## src/rtl/mem_stage_if.sv

```systemverilog
// rtl/mem_stage_if.sv - valid/allowin/bus handshake between adjacent pipeline stages
interface mem_stage_if #(
    parameter int WD = 32
);
    logic          valid;
    logic          allowin;
    logic [WD-1:0] bus;

    modport master (output valid, output bus, input allowin);
    modport slave  (input valid, input bus, output allowin);
endinterface

```

## src/rtl/mem_stage.sv

```systemverilog
// rtl/mem_stage.sv - MIPS MEM stage: load-data wait/align, es->ms receiver, ms->ws sender
// Optional MEM->decode bypass ports (ms_fwd_valid/ms_fwd_data) exist when MS_FWD_EN is defined.
module mem_stage (
    input  logic        clk,
    input  logic        reset,
    mem_stage_if.slave  es_ms,
    mem_stage_if.master ms_ws,
    input  logic        data_sram_data_ok,
    input  logic [31:0] data_sram_rdata,
    output logic        ms_valid,
    output logic [4:0]  ms_rf_waddr,
    output logic        ms_blocking
`ifdef MS_FWD_EN
   ,output logic        ms_fwd_valid,
    output logic [31:0] ms_fwd_data
`endif
);
    localparam int ES_TO_MS_BUS_WD = 75;
    localparam int MS_TO_WS_BUS_WD = 70;

    logic                       ms_valid_q, ms_valid_d;
    logic [ES_TO_MS_BUS_WD-1:0] es_bus_q, es_bus_d;
    logic                       buf_valid_q, buf_valid_d;
    logic [31:0]                buf_q, buf_d;

    logic [31:0] ms_pc;
    logic        ms_rf_we;
    logic [4:0]  ms_waddr;
    logic [31:0] alu_res;
    logic        is_load;
    logic [2:0]  ld_op;
    logic        req_sent;

    assign {ms_pc, ms_rf_we, ms_waddr, alu_res, is_load, ld_op, req_sent} = es_bus_q;

    logic        need_data;
    logic        ready_go;
    logic        ms_allowin;
    logic        ms_handshake;
    logic [31:0] ld_word;
    logic [7:0]  ld_byte;
    logic [15:0] ld_half;
    logic [31:0] ld_data;
    logic [31:0] rf_wdata;

    assign need_data    = is_load & req_sent;
    assign ready_go     = !need_data | data_sram_data_ok | buf_valid_q;
    assign ms_allowin   = !ms_valid_q | (ready_go & ms_ws.allowin);
    assign ms_handshake = ms_valid_q & ready_go & ms_ws.allowin;

    assign es_ms.allowin = ms_allowin;
    assign ms_ws.valid   = ms_valid_q & ready_go;
    assign ms_ws.bus     = {ms_pc, ms_rf_we, ms_waddr, rf_wdata};

    assign ms_valid    = ms_valid_q;
    assign ms_rf_waddr = ms_waddr;
    assign ms_blocking = ms_valid_q & need_data & !ready_go;

    // Once buffered, the held word wins over whatever the SRAM bus shows now.
    assign ld_word = buf_valid_q ? buf_q : data_sram_rdata;
    assign ld_byte = ld_word[8*alu_res[1:0] +: 8];
    assign ld_half = ld_word[16*alu_res[1] +: 16];

    always_comb begin
        ld_data = ld_word;
        case (ld_op)
            3'b001:  ld_data = {{24{ld_byte[7]}}, ld_byte};
            3'b010:  ld_data = {24'd0, ld_byte};
            3'b011:  ld_data = {{16{ld_half[15]}}, ld_half};
            3'b100:  ld_data = {16'd0, ld_half};
            default: ld_data = ld_word;
        endcase
    end

    assign rf_wdata = is_load ? ld_data : alu_res;

`ifdef MS_FWD_EN
    assign ms_fwd_valid = ms_valid_q & ms_rf_we & ready_go;
    assign ms_fwd_data  = rf_wdata;
`endif

    always_comb begin
        ms_valid_d  = ms_allowin ? es_ms.valid : ms_valid_q;
        es_bus_d    = (ms_allowin & es_ms.valid) ? es_ms.bus : es_bus_q;
        buf_valid_d = buf_valid_q;
        buf_d       = buf_q;
        // Capture only when the data arrives but WB cannot take it this cycle.
        if (ms_handshake) begin
            buf_valid_d = 1'b0;
        end else if (data_sram_data_ok & ms_valid_q & need_data & !buf_valid_q & !ms_ws.allowin) begin
            buf_valid_d = 1'b1;
            buf_d       = data_sram_rdata;
        end
    end

    always_ff @(posedge clk or negedge reset) begin
        if (!reset) begin
            ms_valid_q  <= 1'b0;
            es_bus_q    <= '0;
            buf_valid_q <= 1'b0;
            buf_q       <= '0;
        end else begin
            ms_valid_q  <= ms_valid_d;
            es_bus_q    <= es_bus_d;
            buf_valid_q <= buf_valid_d;
            buf_q       <= buf_d;
        end
    end
endmodule

```

## src/flat_wrapper.sv

```systemverilog
// flat-port wrapper written by rule: the top's interface ports become plain ports
module mem_stage_flat 
  (clk, reset, data_sram_data_ok, data_sram_rdata, ms_valid, ms_rf_waddr, ms_blocking, es_ms_valid, es_ms_bus, es_ms_allowin, ms_ws_valid, ms_ws_bus, ms_ws_allowin);
  mem_stage_if #(.WD(75)) es_ms_i ();
  mem_stage_if #(.WD(70)) ms_ws_i ();
  input  logic clk;
  input  logic reset;
  input  logic data_sram_data_ok;
  input  logic [31:0] data_sram_rdata;
  output logic ms_valid;
  output logic [4:0] ms_rf_waddr;
  output logic ms_blocking;
  input wire logic [$bits(es_ms_i.valid)-1:0] es_ms_valid;
  input wire logic [$bits(es_ms_i.bus)-1:0] es_ms_bus;
  output wire logic [$bits(es_ms_i.allowin)-1:0] es_ms_allowin;
  output wire logic [$bits(ms_ws_i.valid)-1:0] ms_ws_valid;
  output wire logic [$bits(ms_ws_i.bus)-1:0] ms_ws_bus;
  input wire logic [$bits(ms_ws_i.allowin)-1:0] ms_ws_allowin;
  assign es_ms_i.valid = es_ms_valid;
  assign es_ms_i.bus = es_ms_bus;
  assign es_ms_allowin = es_ms_i.allowin;
  assign ms_ws_valid = ms_ws_i.valid;
  assign ms_ws_bus = ms_ws_i.bus;
  assign ms_ws_i.allowin = ms_ws_allowin;
  mem_stage u_core (.clk(clk), .reset(reset), .es_ms(es_ms_i), .ms_ws(ms_ws_i), .data_sram_data_ok(data_sram_data_ok), .data_sram_rdata(data_sram_rdata), .ms_valid(ms_valid), .ms_rf_waddr(ms_rf_waddr), .ms_blocking(ms_blocking));
endmodule
```

## config.mk

```make
export PLATFORM = sky130hd
export DESIGN_NAME = mem_stage_flat
export DESIGN_NICKNAME = d
export VERILOG_FILES = /design/src/rtl/mem_stage_if.sv /design/src/rtl/mem_stage.sv /design/src/flat_wrapper.sv
export SDC_FILE = /design/constraint.sdc
export NUM_CORES = 1
export LEC_CHECK = 0
export ABC_AREA = 0
export BUFFER_PORTS_ARGS = -buffer_cell sky130_fd_sc_hd__buf_2
export CAP_MARGIN = 20
export CORE_ASPECT_RATIO = 2
export CORE_MARGIN = 4
export CORE_UTILIZATION = 53
export CTS_BUF_LIST = sky130_fd_sc_hd__clkbuf_8
export CTS_CLUSTER_DIAMETER = 80
export CTS_CLUSTER_SIZE = 24
export DETAILED_ROUTE_END_ITERATION = 16
export GPL_TIMING_DRIVEN = 0
export HOLD_SLACK_MARGIN = 0.08
export PLACE_DENSITY_LB_ADDON = 0.08
export SLEW_MARGIN = 15
export SYNTH_ARGS = -nofsm -noshare
export SYNTH_HDL_FRONTEND = slang
export SYNTH_SLANG_ARGS = --single-unit
```

## constraint.sdc

```tcl
create_clock -name clk -period 2.27 [get_ports clk]
set_clock_uncertainty 0.05 [all_clocks]
set_input_delay 0 -clock clk [delete_from_list [all_inputs] [get_ports clk]]
set_output_delay 0 -clock clk [all_outputs]
set_load 0.03 [all_outputs]
```

==> results.py <==
metrics = {
    "global_route": {
        "first_global_vias": 6147,
        "antenna_found_initial": 0,
        "grt_max_degree": 78,
        "grt_overflow": 0,
        "grt_pass1_wl_um": 32200,
        "grt.total_usage": 0.305,
    },
    "worst_setup_path": {
        "path_cells": "buf_6, mux2_4, mux4_2, a211oi_4, buf_12, a221oi_2, buf_4",
        "r2r_start": "u_core.buf_valid_q$_DFFE_PN0P_",
        "crit_start": "u_core.es_bus_q[6]$_DFFE_PN0P_",
        "startpoint_type": "flop",
        "ff2ff_path_depth": 5,
        "worst-path-max-fanout": 7,
        "arrival_ns": 2.48,
        "slowest_delay_ns": 0.53,
        "slowest_stage": "mux4_2",
        "crit_type": "flop to output pin",
        "rrSetupSlack_ns": 0.08,
        "end_kind": "output pin",
        "crit_required_ns": 2.22,
        "endpoint": "ms_ws_bus[11]",
        "timing.rr.end": "u_core.buf_q[20]$_DFFE_PN0P_",
    },
    "logic_synthesis": {
        "syn_nets": 630,
        "synth-seq-cells": 109,
        "post-synth-top-area-cell": "dfrtp_1",
        "syn_area_sq_um": 6180,
        "avgSynthCellArea_sq_um": 11.9,
        "syn_inst": 518,
        "ys_seq_area_frac": 0.441,
        "yosys-top-cells-area": "dfrtp_1 (44%), mux2_1 (14%), mux2i_1 (7.0%), mux2_2 (6.7%), buf_4 (5.5%)",
        "synth_cell_types": 44,
        "yosys_warnings": 0,
        "synth_top_area_share": 0.441,
    },
    "outcome": {
        "status": "finished with violations",
        "violations": "negative setup slack",
    },
    "sta": {
        "post-route-period-util": 1.11,
        "setup_slack_ns": -0.255,
        "holdWs_ns": 0.115,
        "max_freq_mhz": 396,
        "min_period_ns": 2.53,
        "setup_viol": 20,
        "worst_pin_slew_ns": 0.542,
        "hold_viol": 0,
        "rsz0062_at_grt": "true",
        "drv_slew": 0,
        "relSlewSlack": 0.638,
    },
    "route": {
        "via_per_inst": 5.58,
        "drt-initial-drc-count": 286,
        "firstDrtPassIters": 5,
        "vias": 5512,
        "route.detailed.drc": 0,
        "wl_per_cell_um": 21.4,
        "drtAntennaViolNets": 0,
        "wirelength_um": 21100,
    },
    "pwr": {
        "irDropWorstVdd_mv": 0.614,
        "p_leak_nw": 4.24,
        "p_per_area_nw_per_um2": 926,
        "total_power_mw": 8.69,
    },
    "placed_design": {
        "dpl.hpwl_um": 14000,
        "dpl.cell_count": 851,
        "port_buffers": 190,
        "place.gp.congestion": 0.905,
    },
    "floorplanning": {
        "fp.dieH_um": 161,
        "rows": 55,
        "ioPinCount": 191,
        "initial_core_util": 0.544,
        "dieArea_sq_um": 13600,
        "die_w_um": 84.4,
        "core_sq_um": 11400,
    },
    "cells_and_area": {
        "multi_input_area_sq_um": 3230,
        "antenna_cells": 0,
        "final_cells": 987,
        "nNetsFinal": 952,
        "drive_gt1_frac": 0.457,
        "layout.area.seq_sq_um": 2730,
        "synthToLayoutAreaGrowth_pct": 51.9,
        "n_fill_cell": 669,
        "finish.utilization": 0.827,
    },
    "cts": {
        "numCtsBuffers": 9,
        "path_clk_slew_ns": 0.12,
        "cts-root-buf": "clkbuf_8",
        "clock_latency_ns": 0.39,
        "clock-sinks": 109,
        "htreeDepth": 3,
        "cts_tree": "built",
        "cts_buffer_depth": 2,
    },
    "min_path": {
        "min_path_cells": 3,
        "hp-class": "input pin to flop",
    },
    "job": {
        "drv_cap": 0,
    },
}
-- logic make-up (layout without fill, tap and decap cells) --
logic type / after synthesis / after routing / synth area share
AOI/OAI and AO/OA: 60 / 60 / 0.0818
xor gates and xnor gates: 2 / 2 / 0.00284
buffers and inverters: 84 / 411 / 0.0836
DFF: 109 / 109 / 0.441
muxes: 169 / 169 / 0.313
and+or+nand+nor: 94 / 94 / 0.0777
-- where the power goes --
part	switching, mW	internal, mW	leakage, nW
logic	2.36	2.10	2.86
registers	0.500	2.49	1.28
clock network	0.769	0.461	0.103
total	3.63	5.06	4.24
-- metal layers --
layer,part of all wire,global-route usage,vias to the layer above
met5,0,0,-
met4,0.048,0.129,0
met3,0.053,0.0518,67
met2,0.56,0.578,247
met1,0.34,0.324,2712
li1,-,-,2486
-- through the flow --
stage / setup TNS (ns) / cell area [sq um] / worst slack [ns]
2_1_floorplan: 0 / 6180 / 0.132
3_3_place_gp: -8.34 / 7310 / -0.195
3_5_place_dp: -4.22 / 7340 / -0.202
4_1_cts: -2.72 / 8950 / -0.292
5_1_grt: -4.81 / 9390 / -0.321
6_report: -2.71 / 9390 / -0.255
-- cell usage after synthesis, drive strengths merged --
cell type,n
a21boi,1
xor2,2
a221o,13
mux4,6
a21oi,1
a21o,1
nor3b,2
nand3b,2
mux2,120
a31oi,9
o21ai,2
o31ai,1
nand4bb,1
dfrtp,109
and3b,1
a32oi,6
o221ai,1
mux2i,43
nor2b,5
clkbuf,13
nand2,15
a211oi,2
nand2b,13
nor2,34
o211ai,1
and3,3
nand4,1
or2,2
a22oi,10
a221oi,9
nand4b,1
and2,2
buf,68
a211o,3
inv,3
nand3,10
nor4bb,2
-- sequential cells by signal, summed over array words and instances, names as in the netlist --
register and cells:
u_core.buf_q 32, u_core.es_bus_q 75, u_core.ms_valid 1, u_core.buf_valid_q 1
-- critical path, delay by kind of cell (launching register included) --
kind            cells  cell delay, ns
mux                 2            0.83
compound gates      2            0.35
buf+inv             3            0.51
flops               1            0.39
-- cell usage in the layout (no fill, tap or decap), types with 3 or more instances in the layout --
master         Yosys  routed
mux2_2            37      37
mux2i_1           43      31
mux2_1            79      79
dfrtp_2            0       4
buf_12             0       7
dlygate4sd3_1      0     112
mux2i_2            0       6
a211o_1            3       3
nor2_1            34      32
dfrtp_1          109     105
a31oi_2            0       3
buf_6              1      28
nand2_1           15      15
clkbuf_8           0      10
buf_4             45      64
mux4_2             6       6
clkbuf_2           0       7
a221o_1           13      13
a221oi_2           0       6
a22oi_2            0       3
and3_1             3       3
nand2b_1          13      13
buf_2             20     163
mux2i_4            0       6
inv_1              3       3
nand3_1           10      10
clkbuf_4           0       6
a31oi_1            9       6
mux2_4             4       4
nor2b_1            5       4
a32oi_1            6       4
a22oi_1           10       7
-- final cells by class --
class | count | share of cell area
multi-input cells | 325 | 0.344
flip-flops and latches | 109 | 0.291
repair buffers | 316 | 0.258
plain buffers | 76 | 0.0641
well taps | 142 | 0.0189
clock buffers | 10 | 0.0147
clock inverters | 6 | 0.00720
inverters | 3 | 0.00120
-- how the worst min path moves through the flow --
| stage | from | to | slack [ns] |
|---|---|---|---|
| global route | data_sram_data_ok | u_core.buf_q[1]$_DFFE_PN0P_ | 0.11 |
| finish | data_sram_data_ok | u_core.buf_q[0]$_DFFE_PN0P_ | 0.12 |
| CTS | data_sram_data_ok | u_core.buf_q[0]$_DFFE_PN0P_ | 0.1 |
| detailed placement | reset | u_core.es_bus_q[42]$_DFFE_PN0P_ | -0.14 |
| global placement | es_ms_valid | u_core.ms_valid$_DFFE_PN0P_ | 0.16 |
| floorplan | reset | u_core.buf_q[0]$_DFFE_PN0P_ | -0.35 |
-- repair_timing --
action	4_1_cts	5_1_grt
setup buffers	7	3
resized for setup	65	106
pin swaps	7	18
hold endpoints to repair	218	0
cloned	0	2
hold buffers	113	0
endpoints found under the setup margin	80	100
Note: power is estimated with default switching activity, not from simulation.
